### src/rtl/ps2_kbd_device.sv
// ps2_kbd_device: PS/2 keyboard emulator. Turns hps_io ps2_key toggle events
// into set-2 scancode frames on an open-drain clock/data pair. It also receives
// host commands (FF reset, ED set-LEDs, anything else) and answers them.
//
// Ports:
//   clk, reset_n               system clock, async active-low reset
//   ps2_key[10:0]              [10] toggle, [9] pressed, [8] extended, [7:0] code
//   ps2_clk_in, ps2_data_in    sensed wired-AND lines (asynchronous)
//   ps2_clk_out, ps2_data_out  0 = pull low, 1 = release
//   leds[2:0]                  last LED byte received after an ED command
//   busy                       FSM not idle
//   overflow                   one-cycle pulse when a key event is dropped
module ps2_kbd_device #(
  parameter int CLK_HZ     = 28636000,
  parameter int PS2_HZ     = 12500,
  parameter int FIFO_DEPTH = 16
) (
  input  logic        clk,
  input  logic        reset_n,
  input  logic [10:0] ps2_key,
  input  logic        ps2_clk_in,
  input  logic        ps2_data_in,
  output logic        ps2_clk_out,
  output logic        ps2_data_out,
  output logic [2:0]  leds,
  output logic        busy,
  output logic        overflow
);
  localparam int H  = CLK_HZ / (2 * PS2_HZ);
  localparam int TW = $clog2(2 * H + 1);
  localparam int AW = $clog2(FIFO_DEPTH);
  localparam logic [TW-1:0] H_L   = TW'(H);
  localparam logic [TW-1:0] H_M1  = TW'(H - 1);
  localparam logic [TW-1:0] H2    = TW'(2 * H);
  localparam logic [TW-1:0] H2_M1 = TW'(2 * H - 1);

  typedef enum logic [2:0] {S_IDLE, S_TX, S_TX_GAP, S_RX_REQ, S_RX, S_RX_ACK} state_t;

  state_t          r_state, w_state_n;
  logic [1:0]      r_clk_s, r_dat_s;
  logic [TW-1:0]   r_hi, r_lo, r_tmr;
  logic            r_ph;
  logic [3:0]      r_bit;
  logic [10:0]     r_txf;
  logic            r_src_rsp;
  logic [8:0]      r_rxsh;
  logic [7:0]      r_rsp0, r_rsp1;
  logic [1:0]      r_rsp_n;
  logic            r_arm, r_ovf, r_tog, r_tog_vld;
  logic [2:0]      r_leds;
  logic [7:0]      r_mem [FIFO_DEPTH];
  logic [AW-1:0]   r_wp, r_rp;
  logic [AW:0]     r_cnt;

  logic            w_clk, w_dat, w_tdone, w_pend, w_start, w_pop, w_samp, w_rx_done;
  logic            w_evt, w_push, w_drop, w_flush, w_par_ok, w_pop_fifo;
  logic [7:0]      w_seq0, w_seq1, w_seq2, w_src, w_rx_byte;
  logic [1:0]      w_len;
  logic [AW:0]     w_free;

  assign w_clk      = r_clk_s[1];
  assign w_dat      = r_dat_s[1];
  assign w_tdone    = (r_tmr == H_M1);
  assign w_pend     = (r_rsp_n != 2'd0) || (r_cnt != '0);
  assign w_src      = (r_rsp_n != 2'd0) ? r_rsp0 : r_mem[r_rp];
  assign w_rx_byte  = r_rxsh[7:0];
  assign w_par_ok   = ^r_rxsh;
  assign w_flush    = w_rx_done && w_par_ok && !r_arm && (w_rx_byte == 8'hFF);
  assign w_pop_fifo = w_pop && !r_src_rsp;

  assign busy         = (r_state != S_IDLE);
  assign overflow     = r_ovf;
  assign leds         = r_leds;
  assign ps2_clk_out  = !((r_state == S_TX && r_ph) ||
                          ((r_state == S_RX || r_state == S_RX_ACK) && !r_ph));
  assign ps2_data_out = (r_state == S_TX) ? r_txf[0] : (r_state != S_RX_ACK);

  // line synchronizers and idle-line level counters (saturating)
  always_ff @(posedge clk or negedge reset_n) begin
    if (!reset_n) begin
      r_clk_s <= 2'b11; r_dat_s <= 2'b11; r_hi <= '0; r_lo <= '0;
    end else begin
      r_clk_s <= {r_clk_s[0], ps2_clk_in};
      r_dat_s <= {r_dat_s[0], ps2_data_in};
      if (w_clk) begin
        r_hi <= (r_hi == H2) ? r_hi : r_hi + 1'b1;
        r_lo <= '0;
      end else begin
        r_lo <= (r_lo == H_L) ? r_lo : r_lo + 1'b1;
        r_hi <= '0;
      end
    end
  end

  always_ff @(posedge clk or negedge reset_n) begin
    if (!reset_n) r_state <= S_IDLE;
    else          r_state <= w_state_n;
  end

  always_comb begin
    w_state_n = r_state;
    w_start   = 1'b0;
    w_pop     = 1'b0;
    w_samp    = 1'b0;
    w_rx_done = 1'b0;
    case (r_state)
      // r_tmr >= 3 lets the data synchronizer catch up after we release data
      // on an aborted frame, so our own stale low is not mistaken for a request.
      S_IDLE:
        if (r_lo == H_L && !w_dat && r_tmr >= TW'(3)) w_state_n = S_RX_REQ;
        else if (w_pend && r_hi == H2) begin w_state_n = S_TX; w_start = 1'b1; end
      S_TX:
        if (w_tdone) begin
          if (!r_ph && r_bit != 4'd10 && !w_clk) w_state_n = S_IDLE;   // host inhibit
          else if (r_ph && r_bit == 4'd10) begin w_state_n = S_TX_GAP; w_pop = 1'b1; end
        end
      S_TX_GAP: if (r_tmr == H2_M1) w_state_n = S_IDLE;
      S_RX_REQ: if (w_clk) w_state_n = S_RX;
      S_RX:
        if (w_tdone) begin
          if (!r_ph) w_samp = 1'b1;
          else if (r_bit == 4'd9) begin w_state_n = S_RX_ACK; w_rx_done = 1'b1; end
        end
      S_RX_ACK: if (w_tdone && r_ph) w_state_n = S_IDLE;
      default:  w_state_n = S_IDLE;
    endcase
  end

  // phase timer, half-period phase and bit index; shift registers
  always_ff @(posedge clk or negedge reset_n) begin
    if (!reset_n) begin
      r_tmr <= '0; r_ph <= 1'b0; r_bit <= '0;
      r_txf <= '1; r_src_rsp <= 1'b0; r_rxsh <= '0;
    end else begin
      if (w_state_n != r_state) begin
        r_tmr <= '0; r_ph <= 1'b0; r_bit <= '0;
      end else if (r_state == S_TX || r_state == S_RX || r_state == S_RX_ACK) begin
        if (w_tdone) begin
          r_tmr <= '0;
          r_ph  <= ~r_ph;
          if (r_ph) r_bit <= r_bit + 4'd1;
        end else r_tmr <= r_tmr + 1'b1;
      end else if (r_state == S_RX_REQ) r_tmr <= '0;
      else r_tmr <= (r_tmr == H2) ? r_tmr : r_tmr + 1'b1;

      if (w_start) begin
        r_txf     <= {1'b1, ~^w_src, w_src, 1'b0};
        r_src_rsp <= (r_rsp_n != 2'd0);
      end else if (r_state == S_TX && w_tdone && r_ph) r_txf <= {1'b1, r_txf[10:1]};

      // stop bit (index 9) is not kept
      if (w_samp && r_bit != 4'd9) r_rxsh <= {w_dat, r_rxsh[8:1]};
    end
  end

  // host command decode and response register
  always_ff @(posedge clk or negedge reset_n) begin
    if (!reset_n) begin
      r_rsp0 <= '0; r_rsp1 <= '0; r_rsp_n <= '0; r_arm <= 1'b0; r_leds <= '0;
    end else if (w_rx_done) begin
      r_rsp0 <= 8'hFA; r_rsp_n <= 2'd1;
      if (!w_par_ok) r_rsp0 <= 8'hFE;
      else if (r_arm) begin
        r_leds <= w_rx_byte[2:0]; r_arm <= 1'b0;
      end else if (w_rx_byte == 8'hFF) begin
        r_rsp1 <= 8'hAA; r_rsp_n <= 2'd2; r_leds <= '0;
      end else if (w_rx_byte == 8'hED) r_arm <= 1'b1;
    end else if (w_pop && r_src_rsp) begin
      r_rsp0 <= r_rsp1; r_rsp_n <= r_rsp_n - 2'd1;
    end
  end

  // key event capture: whole sequence lands in the FIFO at once, or not at all
  always_comb begin
    w_len  = 2'd1;
    w_seq0 = ps2_key[7:0];
    w_seq1 = ps2_key[7:0];
    w_seq2 = ps2_key[7:0];
    case (ps2_key[9:8])
      2'b11: begin w_len = 2'd2; w_seq0 = 8'hE0; end
      2'b00: begin w_len = 2'd2; w_seq0 = 8'hF0; end
      2'b01: begin w_len = 2'd3; w_seq0 = 8'hE0; w_seq1 = 8'hF0; end
      default: ;
    endcase
  end

  assign w_evt  = r_tog_vld && (ps2_key[10] != r_tog);
  assign w_free = (AW+1)'(FIFO_DEPTH) - r_cnt;
  assign w_push = w_evt && (w_free >= (AW+1)'(w_len)) && !w_flush;
  assign w_drop = w_evt && (w_free <  (AW+1)'(w_len)) && !w_flush;

  always_ff @(posedge clk or negedge reset_n) begin
    if (!reset_n) begin
      r_tog <= 1'b0; r_tog_vld <= 1'b0; r_ovf <= 1'b0;
      r_wp <= '0; r_rp <= '0; r_cnt <= '0;
    end else begin
      r_tog     <= ps2_key[10];
      r_tog_vld <= 1'b1;
      r_ovf     <= w_drop;
      if (w_flush) begin
        r_rp <= r_wp; r_cnt <= '0;
      end else begin
        if (w_push)     r_wp <= r_wp + AW'(w_len);
        if (w_pop_fifo) r_rp <= r_rp + 1'b1;
        r_cnt <= r_cnt + (w_push ? (AW+1)'(w_len) : '0) - (w_pop_fifo ? (AW+1)'(1) : '0);
      end
    end
  end

  always_ff @(posedge clk) begin
    if (w_push) begin
      r_mem[r_wp] <= w_seq0;
      if (w_len != 2'd1) r_mem[r_wp + AW'(1)] <= w_seq1;
      if (w_len == 2'd3) r_mem[r_wp + AW'(2)] <= w_seq2;
    end
  end
endmodule

### config.mk
export PLATFORM = sky130hd
export DESIGN_NAME = ps2_kbd_device
export DESIGN_NICKNAME = d
export VERILOG_FILES = /design/src/rtl/ps2_kbd_device.sv
export SDC_FILE = /design/constraint.sdc
export NUM_CORES = 1
export LEC_CHECK = 0
export ABC_AREA = 1
export CAP_MARGIN = 20
export CORE_AREA = 4 4 170 172
export DETAILED_ROUTE_END_ITERATION = 10
export DIE_AREA = 0 0 174 176
export HOLD_SLACK_MARGIN = 0.02
export PLACE_DENSITY_LB_ADDON = 0.08
export SETUP_SLACK_MARGIN = 0.3
export SLEW_MARGIN = 30
export SYNTH_ARGS = -nofsm -noshare
export SYNTH_HDL_FRONTEND = slang
export SYNTH_SLANG_ARGS = --single-unit
### constraint.sdc
create_clock -name clk -period 4.7 [get_ports clk]
set_input_delay 0.47 -clock clk [delete_from_list [all_inputs] [get_ports clk]]
set_output_delay 0.47 -clock clk [all_outputs]
set_load 0.05 [all_outputs]
* After elaboration in Yosys (flattened, before gate mapping)
Memory sizes are Yosys's and may differ from the RTL's.
Index checks and enable logic that the tools add are counted.
** Cells by class
- Order comparisons :: 3
- Add/subtract/negate cells :: 12
- Mux-type cells :: 75
- Reductions and logical operators :: 56
- Bitwise logic cells :: 3
- Equal/unequal tests :: 26
** Operators by type and width (count)
- 12-bit two-way mux :: 9
- 3-bit two-way mux :: 14
- 12-bit by 1-bit adder with 12-bit output (second input constant) :: 3
- 12-bit equality test (second input constant) :: 3
- 8-bit two-way mux :: 4
- 1-bit two-way mux :: 30
- 12-bit by 11-bit equality test with 1-bit output (second input constant) :: 2
- 4-bit two-way mux :: 6
- 1-bit logical AND :: 22
- 11-bit two-way mux :: 2
- 3-bit case mux with 6 select lines :: 1
- 8-bit equality test (second input constant) :: 2
- 8-bit case mux with 2 select lines :: 1
- 2-bit nonzero test :: 8
- 4-bit by 1-bit adder with 4-bit output (second input constant) :: 3
- 12-bit by 2-bit greater-or-equal comparator with 1-bit output (second input constant) :: 1
- 2-bit two-way mux :: 6
- 4-bit inequality test (second input constant) :: 3
- 9-bit parity :: 1
- 4-bit equality test (second input constant) :: 2
- 8-bit XNOR reduction :: 1
- 1-bit zero test :: 7
- 3-bit by 2-bit equality test with 1-bit output (second input constant) :: 2
- 3-bit equality test (second input constant) :: 2
- other kinds (28) :: 40
** Word-level totals
- Bits in writable memories :: 128
- Flip-flop bits (word level) :: 100
- Logic and storage cells :: 198
- Output and inout port bits :: 7
- Memories :: 1
- Bits of input ports :: 15
** Memory list
- r_mem :: words 16, width 8, read ports 1, clocked after Yosys merged registers in 0, write ports 3, RTL line 51 : logic [7:0] r_mem [FIFO_DEPTH];

* Depth between registers and ports, before layout
Gate-level depths: netlist (run 1).
- Depth after elaboration :: 14
- Depth in mapped cells :: 25
- Depth with buffers taken out :: 24

* Worst setup path after synthesis (run 1)
Ideal clock, no wire load.
- Path type :: input -> register
- Start :: in ps2_key[8]
- End :: reg r_cnt[4]
- Arrival time :: 3.434 ns
- Data required time :: 4.586 ns
- Buffers on the path :: 1
- Stages :: 22
- Setup time :: 0.114 ns
- Setup slack :: 1.152 ns
- Cell sequence :: inv_1 > ha_1 > ha_1 > inv_1 > o2111ai_1 > nand2_1 > inv_1 > nand2_4 > inv_1 > buf_2 > nand2_1 > ha_1 > inv_1 > ha_1 > inv_1 > fa_1 > or2_2 > nand2_1 > a21oi_1 > xor2_1 > nand2_1 > inv_1
** Between the ends
- Word-level cells in the longest chain between the ends :: 10
- Elaborated cells on any way between the ends :: 12
- Classes of those cells :: add/sub (2); order compare (1); eq/ne (2); mux (3); reduce/logical (4)
** RTL lines
- from (decl) :: RTL line 20 : input logic [10:0] ps2_key,
- 2-bit equality test or 2-bit zero test (tied branches) :: RTL line 179 : case (ps2_key[9:8])
- 2-bit OR reduction (no line)
- 2-bit case mux with 2 select lines (*) :: RTL line 179
- 5-bit by 2-bit greater-or-equal comparator with 1-bit output :: RTL line 189 : assign w_push = w_evt && (w_free >= (AW+1)'(w_len)) && !w_flush;
- 1-bit logical AND (2 in series) :: RTL line 189
- 2-bit two-way mux (*) :: RTL line 205 : r_cnt <= r_cnt + (w_push ? (AW+1)'(w_len) : '0) - (w_pop_fifo ? (AW+1)'(1) : '0);
- 5-bit by 2-bit adder with 5-bit output (*) :: RTL line 205
- 5-bit by 1-bit subtractor with 5-bit output (*) :: RTL line 205
- 5-bit two-way mux (*) :: RTL line 200 : if (w_flush) begin
- to (signal assigned) :: RTL line 205
- to (decl) :: RTL line 53 : logic [AW:0] r_cnt;
Mark *: on every way between the ends. The rest lies on a longest branch, timed or not.
A chain may end at the register's enable or synchronous reset.

* Final worst setup path (run 1)
- Start :: reg r_rxsh[0]
- End :: reg r_cnt[4]
** Between the ends
- Word-level cells in the longest chain between the ends :: 10
- Elaborated cells on any way between the ends :: 11
- Classes of those cells :: add/sub (2); eq/ne (1); mux (2); reduce/logical (6)
** RTL lines
- from (decl) :: RTL line 46 : logic [8:0] r_rxsh;
- from (signal assigned) :: RTL line 152 : if (w_samp && r_bit != 4'd9) r_rxsh <= {w_dat, r_rxsh[8:1]};
- 9-bit parity :: RTL line 67 : assign w_par_ok = ^r_rxsh;
- 1-bit logical AND (2 in series) :: RTL line 68 : assign w_flush = w_rx_done && w_par_ok && !r_arm && (w_rx_byte == 8'hFF);
- 1-bit logical AND (*) :: RTL line 68
- 1-bit zero test :: RTL line 189
- 1-bit logical AND :: RTL line 189
- 2-bit two-way mux :: RTL line 205
- 5-bit by 2-bit adder with 5-bit output :: RTL line 205
- 5-bit by 1-bit subtractor with 5-bit output :: RTL line 205
- 5-bit two-way mux (*) :: RTL line 200
Marks and branches as above.

==> run_results.csv, run 1 <==
group,metric,value,unit
finish,ff_latch_area,0.00621,mm2
yosys,synth_cell_type_count,48,
place,place_congestion,0.938,
critical_path,path_common_cell,"inv_1",
yosys,yosysTopAreaCellShare,28.4,%
floorplan,core,0.0275,mm2
outcome,outcome,"finished, final reports clean",
sta,fin_crit,3750,ps
floorplan,rows,61,
run,max_cap_violations,0,
finish,fin_cells,2146,
critical_path,start_kind,"flip-flop",
critical_path,worst-path-buf-inv,4,
pwr,internal-power,3950,uW
detailed_routing,firstDrtPassIters,5,
critical_path,cpMaxStageDelayCell,"dfrtp_1",
place,dp_cells,2095,
critical_path,r2r_setup_slack,950,ps
clock_network,clock_path_buffers,3,
yosys,synth_ff_type,"edfxtp_1",
clock_network,post_cts_resized,0,
yosys,yosys_warnings,0,
pwr,p_seq_share,40.5,%
pwr,peakVddDrop,0.000261,V
floorplan,fp.dieH,176,um
clock_network,postCtsSetupBuffers,0,
sta,setup-tns-final,0,ps
yosys,synth_seq_cells,222,
clock_network,cts_root_buf,"clkbuf_16",
yosys,synthArstFlopShare,42.3,%
pwr,powerDensity,390,mW/mm2
yosys,synthCells,1786,
finish,fin_nets,1832,
yosys,postSynthAreaPerCell,7.58,um2
clock_network,clk_latency,540,ps
critical_path,critPathTopFamily,"adder cells",
global_routing,grt_pass1_wl,60700,um
yosys,synth_area_leaders,"edfxtp_1, nand2_1, dfrtp_1",
clock_network,clk_pin_slew,60,ps
global_routing,grt.total_usage,25.0,%
sta,skew,7.99,ps
critical_path,r2r_cells,19,
sta,grt_setup_unrepaired,"no",
finish,multi_input_area,0.00629,mm2
pwr,p_switching,1870,uW
detailed_routing,wl_per_cell,18.2,um
hold_path,min_from,"ps2_clk_in",
place,numPortBuffers,21,
sta,whs,336,ps
yosys,yosysTopAreaCell,"edfxtp_1",
pwr,pwr-share-clk,37.1,%
global_routing,grt_pass1_vias,11600,
detailed_routing,routed-via-count,12000,
critical_path,arrival,4180,ps
floorplan,start_util,49.3,%
critical_path,r2r_start,"r_rxsh[0]",
finish,diodes,0,
detailed_routing,drtIter0Drc,966,
floorplan,die_area,0.0306,mm2
sta,setup_viol,0,
global_routing,antenna_found_initial,0,
pwr,leakage,0.00677,uW
yosys,synth_nets,1839,
critical_path,crit_fanout,9,
hold_path,whs_path_depth,1,
global_routing,grt_max_degree,81,
sta,max-slew-margin-rel,29.5,%
detailed_routing,drc,0,
finish,syn2layout_area_growth,10.5,%
finish,n_fill_cell,2640,
detailed_routing,ant_nets,0,
detailed_routing,wl,39000,um
hold_path,hold_end,"r_clk_s[0]",
pwr,p_sw_share,32.2,%
sta,finalCritPeriodShare,79.9,%
yosys,yosysMostFrequentCell,"nand2_1",
sta,max_freq,266,MHz
sta,final_max_slew_viol_count,0,
pwr,p_comb_share,22.4,%
hold_path,hp-class,"in2reg",
sta,finalHoldViolCount,0,
floorplan,fp.dieW,174,um
global_routing,grt_overflow,0,
critical_path,worstSetupPathType,"reg2reg",
yosys,synth_top_cells_by_count,"nand2_1, nand3_1, inv_1, nor2_1, edfxtp_1",
detailed_routing,avgViaCountPerCell,5.57,
critical_path,end_kind,"flip-flop",
floorplan,ios,22,
sta,tightest_slew,1050,ps
clock_network,cts_htree_levels,1,
critical_path,cp_cell_sequence,"ha_1 -> xnor2_1 -> xor2_1 -> xor2_2 -> nand4_4 -> nand2_4 -> inv_1 -> nand2_1 -> ha_1 -> inv_1 -> ha_1 -> inv_1 -> fa_1 -> or2_2 -> nand2_1 -> a21oi_1 -> xor2_1 -> nand2_1 -> inv_1",
finish,fin_util,54.4,%
clock_network,numClockSinks,222,
clock_network,cts_tree,"built",
critical_path,required,5130,ps
clock_network,cts_hold_buf,0,
clock_network,numCtsBuffers,27,
finish,drive_above_1_share,7.67,%
yosys,synth_edf_count,128,
yosys,ys_seq_area_share,45.9,%
critical_path,r2r_end,"r_cnt[4]",
critical_path,max_stage_delay,420,ps
place,dp_hpwl,26700,um
yosys,synthesis.area,0.0135,mm2
[power groups by stage]
| stage | Sequential (uW) | Combinational, uW | Clock (uW) |
|---|---|---|---|
| after floorplan | 2370 | 895 | 0 |
| after global placement | 2400 | 1250 | 0 |
| after detailed placement | 2400 | 1280 | 0 |
| after CTS | 2360 | 1290 | 2190 |
| after global routing | 2370 | 1450 | 2280 |
| final | 2360 | 1300 | 2160 |
[metal layers]
layer	wire (um)	part of all wire [%]	GRT usage, %
met3	2350	6.0	3.62
met1	15500	40	30.3
met2	19200	49	44.0
met5	0	0	0
met4	1990	5.1	12.1
[how the worst max path moves through the flow]
stage                    start        to  cells after the start
floorplan           ps2_key[8]  r_cnt[4]                     22
global placement    ps2_key[8]  r_cnt[4]                     22
detailed placement  ps2_key[8]  r_cnt[4]                     22
CTS                  r_rxsh[1]  r_cnt[4]                     20
global route         r_rxsh[1]  r_cnt[4]                     20
finish               r_rxsh[0]  r_cnt[4]                     19
[layout make-up]
class | count | area share, %
repair buffers | 35 | 2.10
multi-input cells | 1288 | 42.1
clock inverters | 12 | 0.945
well taps | 346 | 2.89
clock buffers | 38 | 5.29
flip-flops and latches | 222 | 41.5
inverters | 205 | 5.14
[cells by family (layout without fill, tap and decap cells)]
group / after synthesis / in the layout / share of synthesized area [%]
other: 1 / 1 / 0.0277
muxes: 5 / 5 / 0.416
adders and majority gates: 38 / 38 / 3.62
xor gates and xnor gates: 20 / 20 / 1.35
AOI/OAI and AO/OA: 182 / 182 / 7.49
buffers and inverters: 276 / 290 / 8.00
and+or+nand+nor: 1042 / 1042 / 33.2
DFF: 222 / 222 / 45.9
[through the flow]
step / cell area (um2) / total power, uW / setup WS (ps)
floorplan: 13500 / 3260 / 1150
global placement: 14000 / 3640 / 643
detailed placement: 14000 / 3680 / 554
CTS: 14900 / 5840 / 923
global route: 15000 / 6100 / 671
finish: 15000 / 5830 / 946
[cells in the final DEF (no fill, tap or decap), types with 6 or more instances in the layout]
master           netlist  final
nand2_1              541    541
nand3_1              249    249
inv_1                199    199
nor2_1               148    146
edfxtp_1             128    128
o21ai_0              103    103
dfrtp_1               80     79
ha_1                  36     36
a21oi_1               34     34
nor3_1                30     30
nand2_2               28     28
clkbuf_16              0     28
nand4_1               19     19
clkdlybuf4s50_1        0     19
xor2_1                15     15
dfstp_2               14     14
buf_4                  0     13
o21ai_1               10      9
o221ai_1               8      8
nor2_2                 5      6
o22ai_1                6      6
o211ai_1               6      6
[flip-flops by register name (all words and copies together) (netlist names), 2 cells and up]
signal / flops
r_rxsh: 9
r_clk_s: 2
r_hi: 12
r_wp: 4
r_txf: 10
r_rp: 4
r_dat_s: 2
r_rsp0: 3
r_rsp_n: 2
r_lo: 12
r_cnt: 5
r_state: 3
r_mem: 128
leds: 3
r_tmr: 12
r_bit: 4
Power figures use the tool's default switching activity.
==> run 2: changes to the inputs <==
- clock period: 4.7 -> 3.9 ns (I/O delays scaled with it)
==> run_results.csv, run 2 (same netlist as run 1, synthesis figures left out) <==
group,metric,value,unit
floorplan,rows,61,
global_routing,grt_overflow,0,
sta,skew,19.4,ps
global_routing,grt_use_met3,3.55,%
place,place_congestion,0.957,
finish,diodes,0,
finish,fin_cells,2194,
detailed_routing,avgViaCountPerCell,5.61,
sta,finalHoldViolCount,0,
global_routing,grt_max_degree,81,
pwr,powerDensity,455,mW/mm2
critical_path,required,4340,ps
pwr,p_switching,2250,uW
place,dp_cells,2138,
sta,setup_viol,0,
global_routing,grt_busiest_layer,"met2",
sta,max-slew-margin-rel,35.7,%
sta,final_max_slew_viol_count,0,
global_routing,grt.total_usage,25.6,%
critical_path,worstSetupPathType,"reg2reg",
finish,syn2layout_area_growth,12.9,%
place,dp_hpwl,27600,um
clock_network,cts_root_buf,"clkbuf_16",
clock_network,numClockSinks,222,
detailed_routing,drc,0,
detailed_routing,firstDrtPassIters,5,
sta,max_freq,293,MHz
floorplan,core,0.0275,mm2
floorplan,ios,22,
clock_network,clk_latency,540,ps
detailed_routing,wl,39900,um
sta,finalCritPeriodShare,87.4,%
global_routing,grt_pass1_vias,11700,
finish,final_common_cell,"nand2_1",
place,numPortBuffers,21,
critical_path,arrival,3840,ps
floorplan,fp.dieW,174,um
finish,largest-register,"r_mem",
finish,largest_register_ffs,128,
critical_path,start_kind,"flip-flop",
global_routing,grt_pass1_wl,62900,um
global_routing,antenna_found_initial,0,
sta,tightest_slew,964,ps
clock_network,cts_htree_levels,1,
hold_path,hp-class,"in2reg",
floorplan,die_area,0.0306,mm2
finish,n_fill_cell,2642,
detailed_routing,routed-via-count,12300,
pwr,p_sw_share,32.4,%
detailed_routing,drtIter0Drc,1164,
global_routing,met1_usage,33.0,%
finish,mostFrequentLayoutCells,"nand2_1, nand3_1, inv_1, nor2_1, edfxtp_1",
floorplan,start_util,49.3,%
critical_path,end_kind,"flip-flop",
outcome,outcome,"finished, final reports clean",
clock_network,clock_path_buffers,3,
pwr,internal-power,4700,uW
sta,grt_setup_unrepaired,"no",
run,max_cap_violations,0,
critical_path,r2r_cells,24,
sta,setup-tns-final,0,ps
detailed_routing,wl_per_cell,18.2,um
hold_path,whs_path_depth,1,
finish,drive_above_1_share,10.3,%
pwr,peakVddDrop,0.000395,V
floorplan,fp.dieH,176,um
critical_path,crit_fanout,3,
clock_network,cts_tree,"built",
pwr,p_seq_share,41.0,%
pwr,leakage,0.00696,uW
finish,fin_nets,1882,
pwr,p_comb_share,23.3,%
detailed_routing,ant_nets,0,
global_routing,use_met2,43.4,%
clock_network,numCtsBuffers,27,
sta,fin_crit,3410,ps
pwr,pwr-share-clk,35.7,%
clock_network,clk_pin_slew,60,ps
run 2: stage by stage:
step	utilization, %	hold WS [ps]	total power (uW)	setup WS (ps)	area, um2
6_report	55.6	266	6950	492	15300
4_1_cts	55.4	247	6930	314	15200
5_1_grt	55.6	259	7290	298	15300
2_1_floorplan	-	94.4	3930	368	13500
3_5_place_dp	52.2	347	4450	0.143	14300
3_3_place_gp	52.0	346	4410	72.5	14300
run 2: layer usage:
| layer | routed length [um] | share of wire (%) |
|---|---|---|
| met5 | 0 | 0 |
| met3 | 2640 | 6.6 |
| met1 | 16500 | 41 |
| met4 | 2060 | 5.2 |
| met2 | 18700 | 47 |
run 2: area by class of cell:
class                      instances  area [um2]  share of cell area, %
clock buffer                      34         712                   4.66
clock inverter                    14         146                  0.958
inverter                         205         769                   5.03
multi-input combinational       1288        6310                   41.3
sequential                       222        6210                   40.7
tap                              346         433                   2.83
timing repair buffer              85         703                   4.60
run 2: power by group through the flow:
stage | sequential (uW) | combinational (uW) | clock (uW)
floorplan | 2860 | 1080 | 0
global placement | 2890 | 1520 | 0
detailed placement | 2890 | 1560 | 0
CTS | 2850 | 1570 | 2510
global route | 2860 | 1800 | 2620
finish | 2850 | 1620 | 2480
run 2: worst paths after layout:
check	start	endpoint	slack, ps
setup / recovery	r_cnt[2]	r_cnt[4]	490
hold / removal	ps2_data_in	r_dat_s[0]	270
setup reg to reg	r_cnt[2]	r_cnt[4]	490
hold reg to reg	r_dat_s[0]	r_dat_s[1]	350
max in group asynchronous	reset_n	r_dat_s[0]	2640
min in group asynchronous	reset_n	r_hi[5]	420
run 2: critical path: stages (launching register included):
cell and delay (ps):
dfrtp_1 420, inv_2 70, ha_1 190, nand2_1 60, inv_1 40, ha_1 260
o21ai_0 70, a21oi_1 190, o2111ai_1 150, nand2_1 100, inv_2 60, nand2_4 50
inv_1 50, nand2_1 50, ha_1 230, inv_2 60, ha_2 170, inv_1 60
fa_2 340, or2_2 320, nand2_1 70, a21oi_1 70, xor2_1 140, nand2_1 70
inv_1 30
run 2: timing repair:
item | 4_1_cts | 5_1_grt
setup buffers | 1 | 6
endpoints found under the setup margin | 1 | 2
resized for setup | 2 | 12
cloned | 0 | 0
hold buffers | 1 | 0
endpoints found under the hold margin | 43 | 0
pin swaps | 0 | 4
==> run 3: changes to the inputs <==
- CTS_CLUSTER_DIAMETER: unset -> 100
==> results of run 3 <==
No change in the layout: final DEF, timing and power equal those of run 2.
